[src/rtl/conv_writeback.sv]
// conv_writeback - write-back stage behind the Conv block.
//
// Lines up the Conv input-valid strobe with Conv's output latency, then turns
// each aligned result into one BRAM write. Writes go to consecutive addresses
// starting at a base latched on start, for a length also latched on start.
// When the last result has been written the block pulses o_done.
//
// Optional feature (compile-time macro WB_PRIME_SKIP_EN):
//   defined   - after each start the first M_LEN-1 aligned results, which come
//               from a kernel window that is not yet filled, are dropped
//               silently inside RUN.
//   undefined - every aligned result in RUN is written; no skip logic exists.
//
// Ports:
//   CLK100MHZ     in   system clock, rising edge
//   i_reset       in   asynchronous active-low reset
//   i_start       in   one-cycle pulse that begins a segment
//   i_base_addr   in   first write address (latched on start)
//   i_n_words     in   number of results to write (latched on start)
//   i_conv_valid  in   the same strobe that drives Conv i_valid
//   i_conv_data   in   Conv o_data
//   o_wrEnable    out  BRAM write enable
//   o_writeAdd    out  BRAM write address
//   o_data        out  BRAM write data
//   o_busy        out  high while a segment is running
//   o_done        out  one-cycle pulse at the end of a segment
//   o_overrun     out  sticky flag: aligned result arrived outside RUN
module conv_writeback #(
  parameter int RAM_WIDTH  = 13,
  parameter int NB_ADDRESS = 10,
  parameter int CONV_LAT   = 2,
  parameter int M_LEN      = 3
) (
  input  logic                  CLK100MHZ,
  input  logic                  i_reset,
  input  logic                  i_start,
  input  logic [NB_ADDRESS-1:0] i_base_addr,
  input  logic [NB_ADDRESS-1:0] i_n_words,
  input  logic                  i_conv_valid,
  input  logic [RAM_WIDTH-1:0]  i_conv_data,
  output logic                  o_wrEnable,
  output logic [NB_ADDRESS-1:0] o_writeAdd,
  output logic [RAM_WIDTH-1:0]  o_data,
  output logic                  o_busy,
  output logic                  o_done,
  output logic                  o_overrun
);

  typedef enum logic [1:0] {IDLE, RUN, DONE} state_t;

  state_t state, state_next;

  // Stage 0 captures the strobe on the same edge Conv samples it; CONV_LAT
  // further stages bring it level with the cycle in which Conv o_data is
  // stable, so the output registers capture valid and data together.
  logic [CONV_LAT:0] vld_dly;
  logic              aligned_valid;

  logic [NB_ADDRESS-1:0] base_q, base_d;
  logic [NB_ADDRESS-1:0] len_q, len_d;
  logic [NB_ADDRESS-1:0] count_q, count_d;
  logic                  wr_en_d;
  logic [NB_ADDRESS-1:0] addr_d;
  logic [RAM_WIDTH-1:0]  data_d;
  logic                  busy_d;
  logic                  done_d;
  logic                  ovr_d;
  logic                  write_ok;

  assign aligned_valid = vld_dly[CONV_LAT];

`ifdef WB_PRIME_SKIP_EN
  localparam int SKIP_W = (M_LEN > 1) ? $clog2(M_LEN) : 1;
  localparam logic [SKIP_W-1:0] SKIP_INIT = SKIP_W'(M_LEN - 1);

  logic [SKIP_W-1:0] skip_q, skip_d;

  // Results are only written once the priming results have been discarded.
  assign write_ok = (skip_q == '0);

  always_ff @(posedge CLK100MHZ or negedge i_reset) begin
    if (!i_reset) begin
      skip_q <= '0;
    end else begin
      skip_q <= skip_d;
    end
  end

  always_comb begin
    skip_d = skip_q;
    if (state == IDLE && i_start) begin
      skip_d = SKIP_INIT;
    end else if (state == RUN && aligned_valid && skip_q != '0) begin
      skip_d = skip_q - 1'b1;
    end
  end
`else
  assign write_ok = 1'b1;
`endif

  // The delay line free-runs in every state so alignment survives start,
  // completion and overrun.
  always_ff @(posedge CLK100MHZ or negedge i_reset) begin
    if (!i_reset) begin
      vld_dly <= '0;
    end else begin
      vld_dly <= {vld_dly[CONV_LAT-1:0], i_conv_valid};
    end
  end

  always_ff @(posedge CLK100MHZ or negedge i_reset) begin
    if (!i_reset) begin
      state <= IDLE;
    end else begin
      state <= state_next;
    end
  end

  always_ff @(posedge CLK100MHZ or negedge i_reset) begin
    if (!i_reset) begin
      base_q     <= '0;
      len_q      <= '0;
      count_q    <= '0;
      o_wrEnable <= 1'b0;
      o_writeAdd <= '0;
      o_data     <= '0;
      o_busy     <= 1'b0;
      o_done     <= 1'b0;
      o_overrun  <= 1'b0;
    end else begin
      base_q     <= base_d;
      len_q      <= len_d;
      count_q    <= count_d;
      o_wrEnable <= wr_en_d;
      o_writeAdd <= addr_d;
      o_data     <= data_d;
      o_busy     <= busy_d;
      o_done     <= done_d;
      o_overrun  <= ovr_d;
    end
  end

  always_comb begin
    state_next = state;
    base_d     = base_q;
    len_d      = len_q;
    count_d    = count_q;
    wr_en_d    = 1'b0;
    addr_d     = o_writeAdd;
    data_d     = o_data;
    done_d     = 1'b0;
    ovr_d      = o_overrun;

    case (state)
      IDLE: begin
        if (i_start) begin
          base_d     = i_base_addr;
          len_d      = i_n_words;
          count_d    = '0;
          ovr_d      = 1'b0;
          state_next = (i_n_words == '0) ? DONE : RUN;
        end
        // A result landing together with start still belongs to no segment,
        // so setting the flag wins over the clear from start.
        if (aligned_valid) begin
          ovr_d = 1'b1;
        end
      end

      RUN: begin
        if (aligned_valid && write_ok) begin
          wr_en_d = 1'b1;
          addr_d  = base_q + count_q;
          data_d  = i_conv_data;
          count_d = count_q + 1'b1;
          if (count_q == len_q - 1'b1) begin
            state_next = DONE;
          end
        end
      end

      DONE: begin
        done_d     = 1'b1;
        state_next = IDLE;
        if (aligned_valid) begin
          ovr_d = 1'b1;
        end
      end

      default: begin
        state_next = IDLE;
      end
    endcase

    busy_d = (state_next == RUN);
  end

endmodule

[config.mk]
export PLATFORM = sky130hd
export DESIGN_NAME = conv_writeback
export DESIGN_NICKNAME = d
export VERILOG_FILES = /design/src/rtl/conv_writeback.sv
export SDC_FILE = /design/constraint.sdc
export NUM_CORES = 1
export LEC_CHECK = 0
export ABC_AREA = 1
export ABC_CLOCK_PERIOD_IN_PS = 2300
export BUFFER_PORTS_ARGS = -buffer_cell sky130_fd_sc_hd__buf_2
export CAP_MARGIN = 15
export CORE_MARGIN = 2
export CORE_UTILIZATION = 30
export DETAILED_ROUTE_END_ITERATION = 10
export PLACE_DENSITY = 0.51
export SLEW_MARGIN = 40
export SYNTH_ARGS = -nofsm -noshare
export SYNTH_HDL_FRONTEND = slang
export SYNTH_SLANG_ARGS = --single-unit
[constraint.sdc]
create_clock -name CLK100MHZ -period 2.3 [get_ports CLK100MHZ]
set_clock_uncertainty 0.2 [all_clocks]
set_input_delay 0.46 -clock CLK100MHZ [delete_from_list [all_inputs] [get_ports CLK100MHZ]]
set_output_delay 0.46 -clock CLK100MHZ [all_outputs]
set_load 0.005 [all_outputs]
; Word level (Yosys, flattened, before mapping)
; Cells that the tools add are included.
[classes]
n_eq_ne = 8
n_mux = 15
add_sub_neg = 3
n_reduce_logical = 8
[op_table]
columns = operator, n
row1 = 10-bit two-way mux, 2
row2 = 10-bit case mux with 2 select lines, 1
row3 = 10-bit by 1-bit adder with 10-bit output (second input constant), 1
row4 = 10-bit adder, 1
row5 = 10-bit == test, 1
row6 = 10-bit zero test, 1
row7 = 10-bit by 1-bit subtractor with 10-bit output (second input constant), 1
row8 = 2-bit two-way mux, 4
row9 = 1-bit two-way mux, 6
row10 = 2-bit inequality test (second input constant), 3
row11 = 3-bit AND reduction, 2
row12 = 2-bit by 1-bit == test with 1-bit output (second input constant), 2
row13 = 2-bit case mux with 2 select lines, 1
row14 = 2-bit AND reduction, 2
row15 = 2-bit nonzero test, 2
row16 = 3-bit inequality test (second input constant), 1
row17 = 2-bit == test (second input constant), 1
row18 = 2-bit zero test, 1
row19 = 1-bit case mux with 2 select lines, 1
[totals]
register_bits = 62
input_bits = 37
word_cells = 45
out_inout_bits = 27

; Logic depth before layout (Yosys ltp)
; Gate-level depths: netlist (run 1).
[depth]
word_depth = 6
ltp_mapped = 14
depth_no_buf = 14

; Least setup slack after synthesis (run 1)
; Ideal clock, no wire load.
[synth_path]
kind = register to register
start = register count_q[0]
end = register o_writeAdd[6]
setup_slack_ns = 0.338
t_arrival_ns = 1.631
period_less_slack_ns = 1.962
t_required_ns = 1.969
stages_incl_launch_ff = 10
setup_time_ns = 0.131
n_path_buf = 0
path_cell_list = dfrtp_1 ha_1 inv_1 fa_1 o21ai_1 nand2_1 nand2_1 a21oi_1 xor2_1 o21ai_1
[synth_between]
elab_chain_len = 1
[synth_rtl]
columns = element, line
row1 = from (decl), 61  ; logic [NB_ADDRESS-1:0] count_q, count_d;
row2 = from (signal assigned), 133  ; count_q <= count_d;
row3 = 10-bit adder, 173  ; addr_d = base_q + count_q;
row4 = to (signal assigned), 135  ; o_writeAdd <= addr_d;
row5 = to (decl), 42  ; output logic [NB_ADDRESS-1:0] o_writeAdd,
; No other way between the ends.
; A chain may end at the register's enable or synchronous reset.

; Worst setup path in the final report (run 1)
; Ends and elaborated chain as after synthesis.

==> results_dict.tcl, run 1 <==
set metrics [dict create \
    run_status "completed" \
    regToRegEndpoint "o_writeAdd[6]$_DFFE_PN0P_" \
    number_of_global_route_vias_before_repair 2714 \
    power_frac_clock 0.189 \
    setup_viol 0 \
    ys.warnings.count 0 \
    core.rowCount 37 \
    initial_antenna_violation_count 0 \
    cp_required_ns 2.33 \
    chipWidth_um 107 \
    worst_setup_hold_path_clk_slew_ns 0.08 \
    max_cap_violations 0 \
    max_clock_freq_ghz 0.467 \
    clock_path_buffers 2 \
    stdcell_area_mm2 0.00390 \
    finalWorstSetupSlack_ns 0.159 \
    slew-limit-headroom 0.724 \
    hold_path_end "vld_dly[0]$_DFF_PN0_" \
    numPortBuffers 63 \
    finish.net_count 526 \
    floorplan.initialDensity 0.310 \
    top_level_ports 64 \
    globalplace.congestion 0.791 \
    gr-total-overflow 0 \
    cp-end-kind "register" \
    cellInternalPower_mw 2.69 \
    drtPass1Iterations 4 \
    netlist_area_mm2 0.00320 \
    whs_path_depth 1 \
    power.sequential.fraction 0.385 \
    numCtsBuffers 9 \
    timing_worst_setup_path_type "reg -> reg" \
    total_switching_power_mw 1.97 \
    worst_tran_pin_value_ns 0.411 \
    post-synth-top-area-fraction 0.486 \
    holdCritPathClass "in -> reg" \
    final_cell_count_no_fill 618 \
    min-delay-start "i_conv_valid" \
    holdWs_ns 0.0264 \
    via_count 2781 \
    final_antenna_net_count 0 \
    critical_path_peak_fanout 6 \
    p_leak_nw 2.04 \
    post-route-period-util 0.931 \
    layout_common_cells "sky130_fd_sc_hd__nand2_1, sky130_fd_sc_hd__buf_2, sky130_fd_sc_hd__dfrtp_1, sky130_fd_sc_hd__inv_1, sky130_fd_sc_hd__nor2_1" \
    synth_top_cells_by_area "sky130_fd_sc_hd__dfrtp_1, sky130_fd_sc_hd__nand2_1, sky130_fd_sc_hd__ha_1" \
    power.combinational.fraction 0.426 \
    place.detailed.hpwl_mm 5.67 \
    routed_wire_length_per_instance_um 12.3 \
    clock-root-buffer "sky130_fd_sc_hd__clkbuf_8" \
    placeableCoreArea_mm2 0.0103 \
    final_layout_size_suffix_gt1_frac 0.207 \
    cts_tree "built" \
    worstRegToRegCells 9 \
    detailedPlace.worstSlack_ns 0.146 \
    remaining_routing_drc_violations 0 \
    drt_iter0_markers 174 \
    synth.yosys.seq_area_share 0.486 \
    insertion_delay_ns 0.34 \
    most_area_hungry_cell_type_in_the_yosys_netlist "sky130_fd_sc_hd__dfrtp_1" \
    routed_via_density 4.50 \
    layout.cells.most_common "sky130_fd_sc_hd__nand2_1" \
    place_inst 601 \
    r2r_setup_slack_ns 0.16 \
    ys_ff_latch 62 \
    syn-num-nets 454 \
    critPathLaunchType "register" \
    grt_usage 0.141 \
    totalWireLength_mm 7.57 \
    fp.dieH_um 107 \
    synth.avg_cell_area_um2 7.89 \
    timing_hold_violations_final 0 \
    postCtsSetupBuffers 0 \
    placement.cell_area_mm2 0.00370 \
    p_sw_frac 0.422 \
    power.density_mw_per_mm2 1200 \
    syn-instance-count 405 \
    totalNegativeSetupSlack_ns 0 \
    grt_pass1_wl_mm 12.7 \
    maximum_vdd_drop_uv 304 \
    diodes 0 \
    layout-area-overhead-vs-synth_pct 21.9 \
    finalWorstPathRequiredPeriod_ns 2.14 \
    clkSinkCount 62 \
    netlist-cell-type-count 28 \
    worst_reg2reg_path_startpoint "count_q[0]$_DFFE_PN0P_" \
    timing.critical_path.arrival_ns 2.17 \
    report.final.slew_viol_count 0 \
    die_area_mm2 0.0115 \
    unrepaired_setup_endpoints_after_global_routing "false" \
    grt_start_max_net_pins 63 \
    h-tree-depth 3 \
]
[critical path: stages, from the launching register on]
cell and delay (ns):
sky130_fd_sc_hd__dfrtp_2 0.42, sky130_fd_sc_hd__ha_1 0.20, sky130_fd_sc_hd__inv_1 0.08, sky130_fd_sc_hd__fa_1 0.41, sky130_fd_sc_hd__o21ai_1 0.23, sky130_fd_sc_hd__nand2_1 0.10, sky130_fd_sc_hd__nand2_1 0.07, sky130_fd_sc_hd__a21oi_1 0.07
sky130_fd_sc_hd__xor2_1 0.17, sky130_fd_sc_hd__o21ai_1 0.08
[what timing repair did]
item	CTS	global route
endpoints found under the setup margin	0	1
hold buffers	1	0
resized for setup	0	1
endpoints found under the hold margin	62	0
[Yosys cell counts]
cell type / instances
sky130_fd_sc_hd__nand3_1: 22
sky130_fd_sc_hd__nor4_1: 1
sky130_fd_sc_hd__xnor2_1: 9
sky130_fd_sc_hd__ha_1: 11
sky130_fd_sc_hd__nor2_2: 2
sky130_fd_sc_hd__nand2_2: 5
sky130_fd_sc_hd__o221ai_1: 1
sky130_fd_sc_hd__nand3b_1: 1
sky130_fd_sc_hd__o21ai_1: 11
sky130_fd_sc_hd__nor3_1: 1
sky130_fd_sc_hd__buf_2: 1
sky130_fd_sc_hd__or2_2: 1
sky130_fd_sc_hd__a21oi_1: 13
sky130_fd_sc_hd__nor3b_1: 1
sky130_fd_sc_hd__nor2_1: 25
sky130_fd_sc_hd__xor2_1: 6
sky130_fd_sc_hd__inv_2: 4
sky130_fd_sc_hd__inv_1: 34
sky130_fd_sc_hd__nor2_4: 2
sky130_fd_sc_hd__o21bai_1: 1
sky130_fd_sc_hd__fa_1: 1
sky130_fd_sc_hd__o21ai_0: 23
sky130_fd_sc_hd__nand2_1: 149
sky130_fd_sc_hd__nand4_1: 7
sky130_fd_sc_hd__and2_1: 2
sky130_fd_sc_hd__dfrtp_1: 62
sky130_fd_sc_hd__a211oi_1: 1
sky130_fd_sc_hd__clkbuf_1: 8
[per-stage QoR]
stage,utilization,total power [mW]
finish,0.377,4.66
global route,0.377,5.13
CTS,0.377,4.72
detailed placement,0.359,3.81
global placement,0.359,3.78
floorplan,-,3.18
[final cells by class]
type / count / area [um2]
fillers: 1099 / 6430
clock buffers: 9 / 124
clock inverters: 7 / 57.6
well taps: 136 / 170
multi-input cells: 296 / 1470
flip-flops and latches: 62 / 1550
repair buffers: 70 / 383
inverters: 38 / 143
[flip-flops by register name (all words and copies together), names as in the netlist]
signal and flops:
base_q 10, count_q 10, len_q 10, o_busy 1, o_data 13, o_done 1
o_overrun 1, o_wrEnable 1, o_writeAdd 10, state 2, vld_dly 3
[metal layers]
layer | global-route usage | share of wire | vias to the layer above | wire (um)
met5 | 0 | 0 | - | 0
met4 | 0.0566 | 0.016 | 0 | 119
met3 | 0.0310 | 0.042 | 10 | 317
met2 | 0.210 | 0.44 | 58 | 3330
met1 | 0.197 | 0.50 | 1272 | 3810
li1 | - | - | 1441 | -
[power by group through the flow]
stage	registers, mW	clock network [mW]	logic, mW
finish	1.79	0.882	1.99
global placement	1.81	0	1.97
floorplan	1.75	0	1.42
CTS	1.80	0.913	2.01
detailed placement	1.81	0	2.00
global route	1.85	0.973	2.30
[cells by family after synthesis]
logic type / synth area share
xor+xnor: 0.0411
compound gates: 0.0810
buf+inv: 0.0556
simple gates: 0.287
flops: 0.486
fa+ha+maj: 0.0493
[worst max path at each step]
| stage | start | end | slack, ns | cells after the start |
|---|---|---|---|---|
| floorplan | count_q[0]$_DFFE_PN0P_ | o_writeAdd[6]$_DFFE_PN0P_ | 0.34 | 9 |
| global placement | count_q[0]$_DFFE_PN0P_ | o_writeAdd[6]$_DFFE_PN0P_ | 0.21 | 9 |
| detailed placement | count_q[0]$_DFFE_PN0P_ | o_writeAdd[6]$_DFFE_PN0P_ | 0.15 | 9 |
| CTS | count_q[0]$_DFFE_PN0P_ | o_writeAdd[6]$_DFFE_PN0P_ | 0.13 | 9 |
| global route | count_q[0]$_DFFE_PN0P_ | o_writeAdd[6]$_DFFE_PN0P_ | 0.02 | 9 |
| finish | count_q[0]$_DFFE_PN0P_ | o_writeAdd[6]$_DFFE_PN0P_ | 0.16 | 9 |
(Power assumes the default switching activity.)
==> run 2, diff against run 1 <==
Settings changed: REMOVE_ABC_BUFFERS from default to 1.
==> results_dict.tcl, run 2 (synthesized netlist as in run 1, its figures left out) <==
set metrics [dict create \
    slew-limit-headroom 0.629 \
    worst_reg2reg_path_startpoint "count_q[0]$_DFFE_PN0P_" \
    place_inst 601 \
    number_of_global_route_vias_before_repair 2646 \
    cp-end-kind "register" \
    routed_via_density 4.43 \
    detailedPlace.worstSlack_ns 0.151 \
    maximum_vdd_drop_uv 396 \
    chipWidth_um 107 \
    floorplan.initialDensity 0.310 \
    routed_wire_length_per_instance_um 11.9 \
    p_leak_nw 2.05 \
    worst_setup_hold_path_clk_slew_ns 0.07 \
    fp.dieH_um 107 \
    placeableCoreArea_mm2 0.0103 \
    layout-area-overhead-vs-synth_pct 22.1 \
    via_count 2731 \
    run_status "completed" \
    max_cap_violations 0 \
    timing.critical_path.slowest_cell_delay_ns 0.42 \
    final_antenna_net_count 0 \
    cellInternalPower_mw 2.78 \
    gr-total-overflow 0 \
    power.density_mw_per_mm2 1200 \
    place.detailed.hpwl_mm 5.39 \
    cts_tree "built" \
    h-tree-depth 3 \
    worst_tran_pin_value_ns 0.557 \
    finish.net_count 526 \
    post-route-period-util 0.913 \
    unrepaired_setup_endpoints_after_global_routing "false" \
    overall_power_consumption_mw 4.70 \
    die_area_mm2 0.0115 \
    numPortBuffers 63 \
    sequential_cell_area_mm2 0.00155 \
    timing_hold_violations_final 0 \
    globalplace.congestion 0.856 \
    registers.top_by_ff_count "o_data" \
    power.combinational.fraction 0.419 \
    remaining_routing_drc_violations 0 \
    insertion_delay_ns 0.35 \
    postCtsSetupBuffers 0 \
    top_level_ports 64 \
    clock-root-buffer "sky130_fd_sc_hd__clkbuf_8" \
    power.sequential.fraction 0.378 \
    numCtsBuffers 9 \
    number_of_flip_flops_in_the_largest_register 13 \
    cp_slowest_cell "sky130_fd_sc_hd__dfrtp_2" \
    finalWorstSetupSlack_ns 0.200 \
    drt_iter0_markers 119 \
    totalNegativeSetupSlack_ns 0 \
    diodes 0 \
    grt_start_max_net_pins 41 \
    critPathLaunchType "register" \
    multi_input_gate_area_in_the_final_layout_mm2 0.00147 \
    final_layout_size_suffix_gt1_frac 0.206 \
    power_frac_clock 0.203 \
    worst_setup_path_startpoint "count_q[0]$_DFFE_PN0P_" \
    crit_path_cell_trace "ha_1 -> inv_1 -> fa_1 -> o21ai_1 -> nand2_1 -> nand2_1 -> a21oi_1 -> xor2_1 -> o21ai_1" \
    filler_cell_count 1107 \
    worst_path_top_cell_family_by_delay "adder cells" \
    path_buf_inv 1 \
    timing.critical_path.arrival_ns 2.12 \
    finalWorstPathRequiredPeriod_ns 2.10 \
    critical_path_peak_fanout 6 \
    core.rowCount 37 \
    cp_required_ns 2.32 \
    min-delay-start "i_conv_valid" \
    layout_common_cells "sky130_fd_sc_hd__nand2_1, sky130_fd_sc_hd__buf_2, sky130_fd_sc_hd__dfrtp_1, sky130_fd_sc_hd__inv_1, sky130_fd_sc_hd__nor2_1" \
    final_cell_count_no_fill 617 \
    totalWireLength_mm 7.37 \
    grt_usage 0.139 \
    setup_viol 0 \
    p_sw_frac 0.408 \
    initial_antenna_violation_count 0 \
    clkSinkCount 62 \
    report.final.slew_viol_count 0 \
    drtPass1Iterations 4 \
    timing_worst_setup_path_type "reg -> reg" \
    layout.cells.most_common "sky130_fd_sc_hd__nand2_1" \
    total_switching_power_mw 1.92 \
    grt_pass1_wl_mm 12.4 \
    clock_path_buffers 2 \
    holdWs_ns 0.0347 \
    max_clock_freq_ghz 0.476 \
    holdCritPathClass "in -> reg" \
]
==> run 2: cell types whose count changed in the layout (fill, tap and decap cells not counted), sizes merged <==
cell      before  now
bufinv         0    1
clkinv         1    3
clkinvlp       3    2
inv           41   38
==> run 2: worst paths after layout <==
path                            slack [ns]  cells after the start                        end
max in group asynchronous             0.86                      3     count_q[5]$_DFFE_PN0P_
min in group asynchronous             0.43                      2      o_data[6]$_DFFE_PN0P_
worst max-delay path                  0.20                      9  o_writeAdd[6]$_DFFE_PN0P_
worst min-delay path                  0.03                      1       vld_dly[0]$_DFF_PN0_
worst max register to register        0.20                      9  o_writeAdd[6]$_DFFE_PN0P_
worst min register to register        0.15                      0       vld_dly[2]$_DFF_PN0_
==> run 2: through the flow <==
stage | util | instance area, um2
2_1_floorplan | - | 3160
3_3_place_gp | 0.359 | 3700
3_5_place_dp | 0.359 | 3700
4_1_cts | 0.378 | 3900
5_1_grt | 0.378 | 3900
6_report | 0.378 | 3900
==> run 2: timing repair <==
action	in CTS	in global routing
hold buffers	1	0
endpoints found under the hold margin	22	0
gates resized for setup	0	1
setup endpoints to repair	0	1
==> run 2: power groups by stage <==
stage          clock network [mW]  logic (mW)  registers [mW]
2_1_floorplan                   0        1.41            1.75
3_3_place_gp                    0        1.95            1.79
3_5_place_dp                    0        1.98            1.80
4_1_cts                     0.978        1.99            1.78
5_1_grt                      1.03        2.29            1.83
6_report                    0.952        1.97            1.78
==> run 2: metal layers <==
layer / track usage / share of wire
met5: 0 / 0
met4: 0.0455 / 0.012
met3: 0.0334 / 0.050
met2: 0.226 / 0.45
met1: 0.181 / 0.48
==> run 2: final cells by class <==
| cell class | count | area share |
|---|---|---|
| clock inverters | 6 | 0.0164 |
| well taps | 136 | 0.0436 |
| flip-flops and latches | 62 | 0.398 |
| clock buffers | 9 | 0.0317 |
| repair buffers | 70 | 0.0981 |
| multi-input cells | 296 | 0.376 |
| inverters | 38 | 0.0366 |
==> run 3, diff against run 2 <==
Settings changed: CELL_PAD_IN_SITES_DETAIL_PLACEMENT from default to 0, CELL_PAD_IN_SITES_GLOBAL_PLACEMENT from default to 1, PLACE_DENSITY 0.51 to 0.64.
==> results_dict.tcl, run 3 (synthesized netlist as in run 1, its figures left out) <==
set metrics [dict create \
    run_status "completed" \
    core.rowCount 37 \
    registers.top_by_ff_count "o_data" \
    filler_cell_count 1088 \
    overall_power_consumption_mw 4.86 \
    crit_path_cell_trace "ha_1 -> inv_1 -> fa_1 -> o21ai_1 -> nand2_1 -> nand2_1 -> a21oi_1 -> xor2_1 -> o21ai_1" \
    place.detailed.hpwl_mm 5.67 \
    maximum_vdd_drop_uv 358 \
    power.combinational.fraction 0.406 \
    total_switching_power_mw 1.94 \
    worst_path_top_cell_family_by_delay "adder cells" \
    top_level_ports 64 \
    grt_start_max_net_pins 33 \
    max_cap_violations 0 \
    cp-end-kind "register" \
    numPortBuffers 63 \
    placeableCoreArea_mm2 0.0103 \
    layout_common_cells "sky130_fd_sc_hd__nand2_1, sky130_fd_sc_hd__buf_2, sky130_fd_sc_hd__dfrtp_1, sky130_fd_sc_hd__inv_1, sky130_fd_sc_hd__nor2_1" \
    report.final.slew_viol_count 0 \
    remaining_routing_drc_violations 0 \
    finish.net_count 527 \
    power.density_mw_per_mm2 1230 \
    fp.dieH_um 107 \
    gr-total-overflow 0 \
    power_frac_clock 0.227 \
    post-route-period-util 0.906 \
    grt_usage 0.135 \
    number_of_global_route_vias_before_repair 2580 \
    setup_viol 0 \
    timing_worst_setup_path_type "reg -> reg" \
    timing.critical_path.arrival_ns 2.11 \
    slew-limit-headroom 0.611 \
    critical_path_peak_fanout 6 \
    layout.core_utilization 0.384 \
    cp_slowest_cell "sky130_fd_sc_hd__dfrtp_2" \
    clock-root-buffer "sky130_fd_sc_hd__clkbuf_8" \
    totalWireLength_mm 7.42 \
    critPathLaunchType "register" \
    number_of_flip_flops_in_the_largest_register 13 \
    p_sw_frac 0.400 \
    postCtsSetupBuffers 0 \
    finalWorstPathRequiredPeriod_ns 2.08 \
    clock_path_buffers 2 \
    layout-area-overhead-vs-synth_pct 24.0 \
    via_count 2701 \
    drt_iter0_markers 103 \
    floorplan.initialDensity 0.310 \
    path_buf_inv 1 \
    final_antenna_net_count 0 \
    routed_wire_length_per_instance_um 12.0 \
    cellInternalPower_mw 2.91 \
    routed_via_density 4.36 \
    layout.cells.most_common "sky130_fd_sc_hd__nand2_1" \
    chipWidth_um 107 \
    power.sequential.fraction 0.366 \
    diodes 0 \
    insertion_delay_ns 0.34 \
    timing.critical_path.slowest_cell_delay_ns 0.42 \
    grt_pass1_wl_mm 12.2 \
    p_leak_nw 2.08 \
    clkSinkCount 62 \
    drtPass1Iterations 4 \
    unrepaired_setup_endpoints_after_global_routing "false" \
    h-tree-depth 3 \
    initial_antenna_violation_count 0 \
    cp_required_ns 2.33 \
    final_layout_size_suffix_gt1_frac 0.209 \
    worst_setup_hold_path_clk_slew_ns 0.08 \
    holdCritPathClass "in -> reg" \
    cts_tree "built" \
    timing_hold_violations_final 0 \
    globalplace.congestion 0.787 \
    numCtsBuffers 9 \
    die_area_mm2 0.0115 \
    worst_tran_pin_value_ns 0.583 \
    max_clock_freq_ghz 0.480 \
]
run 3: routing by layer:
layer	vias to the layer above	global-route usage	wire (um)
met5	-	0	0
met3	13	0.0328	369
li1	1434	-	-
met2	58	0.225	3430
met1	1196	0.172	3500
met4	0	0.0445	123
run 3: worst register-to-register path, stage by stage (launching register included):
cell and delay, ns:
sky130_fd_sc_hd__dfrtp_2 0.42, sky130_fd_sc_hd__ha_1 0.20, sky130_fd_sc_hd__inv_1 0.08, sky130_fd_sc_hd__fa_1 0.40, sky130_fd_sc_hd__o21ai_1 0.22, sky130_fd_sc_hd__nand2_1 0.10
sky130_fd_sc_hd__nand2_1 0.07, sky130_fd_sc_hd__a21oi_1 0.07, sky130_fd_sc_hd__xor2_1 0.14, sky130_fd_sc_hd__o21ai_1 0.07
run 3: worst paths after layout:
check	start	endpoint	slack (ns)	cells past startpoint
min in group asynchronous	i_reset	base_q[1]$_DFFE_PN0P_	0.45	2
max	count_q[0]$_DFFE_PN0P_	o_writeAdd[6]$_DFFE_PN0P_	0.22	9
min	i_conv_valid	vld_dly[0]$_DFF_PN0_	0.02	1
max reg2reg	count_q[0]$_DFFE_PN0P_	o_writeAdd[6]$_DFFE_PN0P_	0.22	9
max in group asynchronous	i_reset	state[1]$_DFF_PN0_	0.92	3
min reg2reg	vld_dly[1]$_DFF_PN0_	vld_dly[2]$_DFF_PN0_	0.15	0
run 3: stage by stage:
| step | std cells | TNS (ns) | hold slack (ns) | cell area (um2) | worst slack, ns |
|---|---|---|---|---|---|
| 2_1_floorplan | 396 | -0.0609 | -0.0356 | 3160 | -0.0609 |
| 3_3_place_gp | 602 | 0 | 0.133 | 3720 | 0.206 |
| 3_5_place_dp | 602 | 0 | 0.136 | 3720 | 0.144 |
| 4_1_cts | 619 | 0 | 0.00342 | 3960 | 0.149 |
| 5_1_grt | 619 | 0 | 0.00689 | 3960 | 0.0400 |
| 6_report | 619 | 0 | 0.0212 | 3960 | 0.216 |
run 3: what timing repair did:
| item | 4_1_cts | 5_1_grt |
|---|---|---|
| resized for setup | 0 | 1 |
| setup endpoints to repair | 0 | 2 |
| endpoints found under the hold margin | 20 | 0 |
| hold buffers | 1 | 0 |
run 3: cell type report:
cell class	count	area (um2)	share of cell area
clock inverters	7	103	0.0259
flip-flops and latches	62	1550	0.392
multi-input cells	296	1470	0.370
clock buffers	9	124	0.0313
repair buffers	71	403	0.102
inverters	38	143	0.0360
well taps	136	170	0.0430
run 3: power by group through the flow:
stage               clock, mW  sequential [mW]  combinational [mW]
floorplan                   0             1.75                1.41
global placement            0             1.79                1.98
detailed placement          0             1.80                1.99
CTS                      1.14             1.79                2.01
global route             1.19             1.84                2.29
finish                   1.10             1.78                1.97
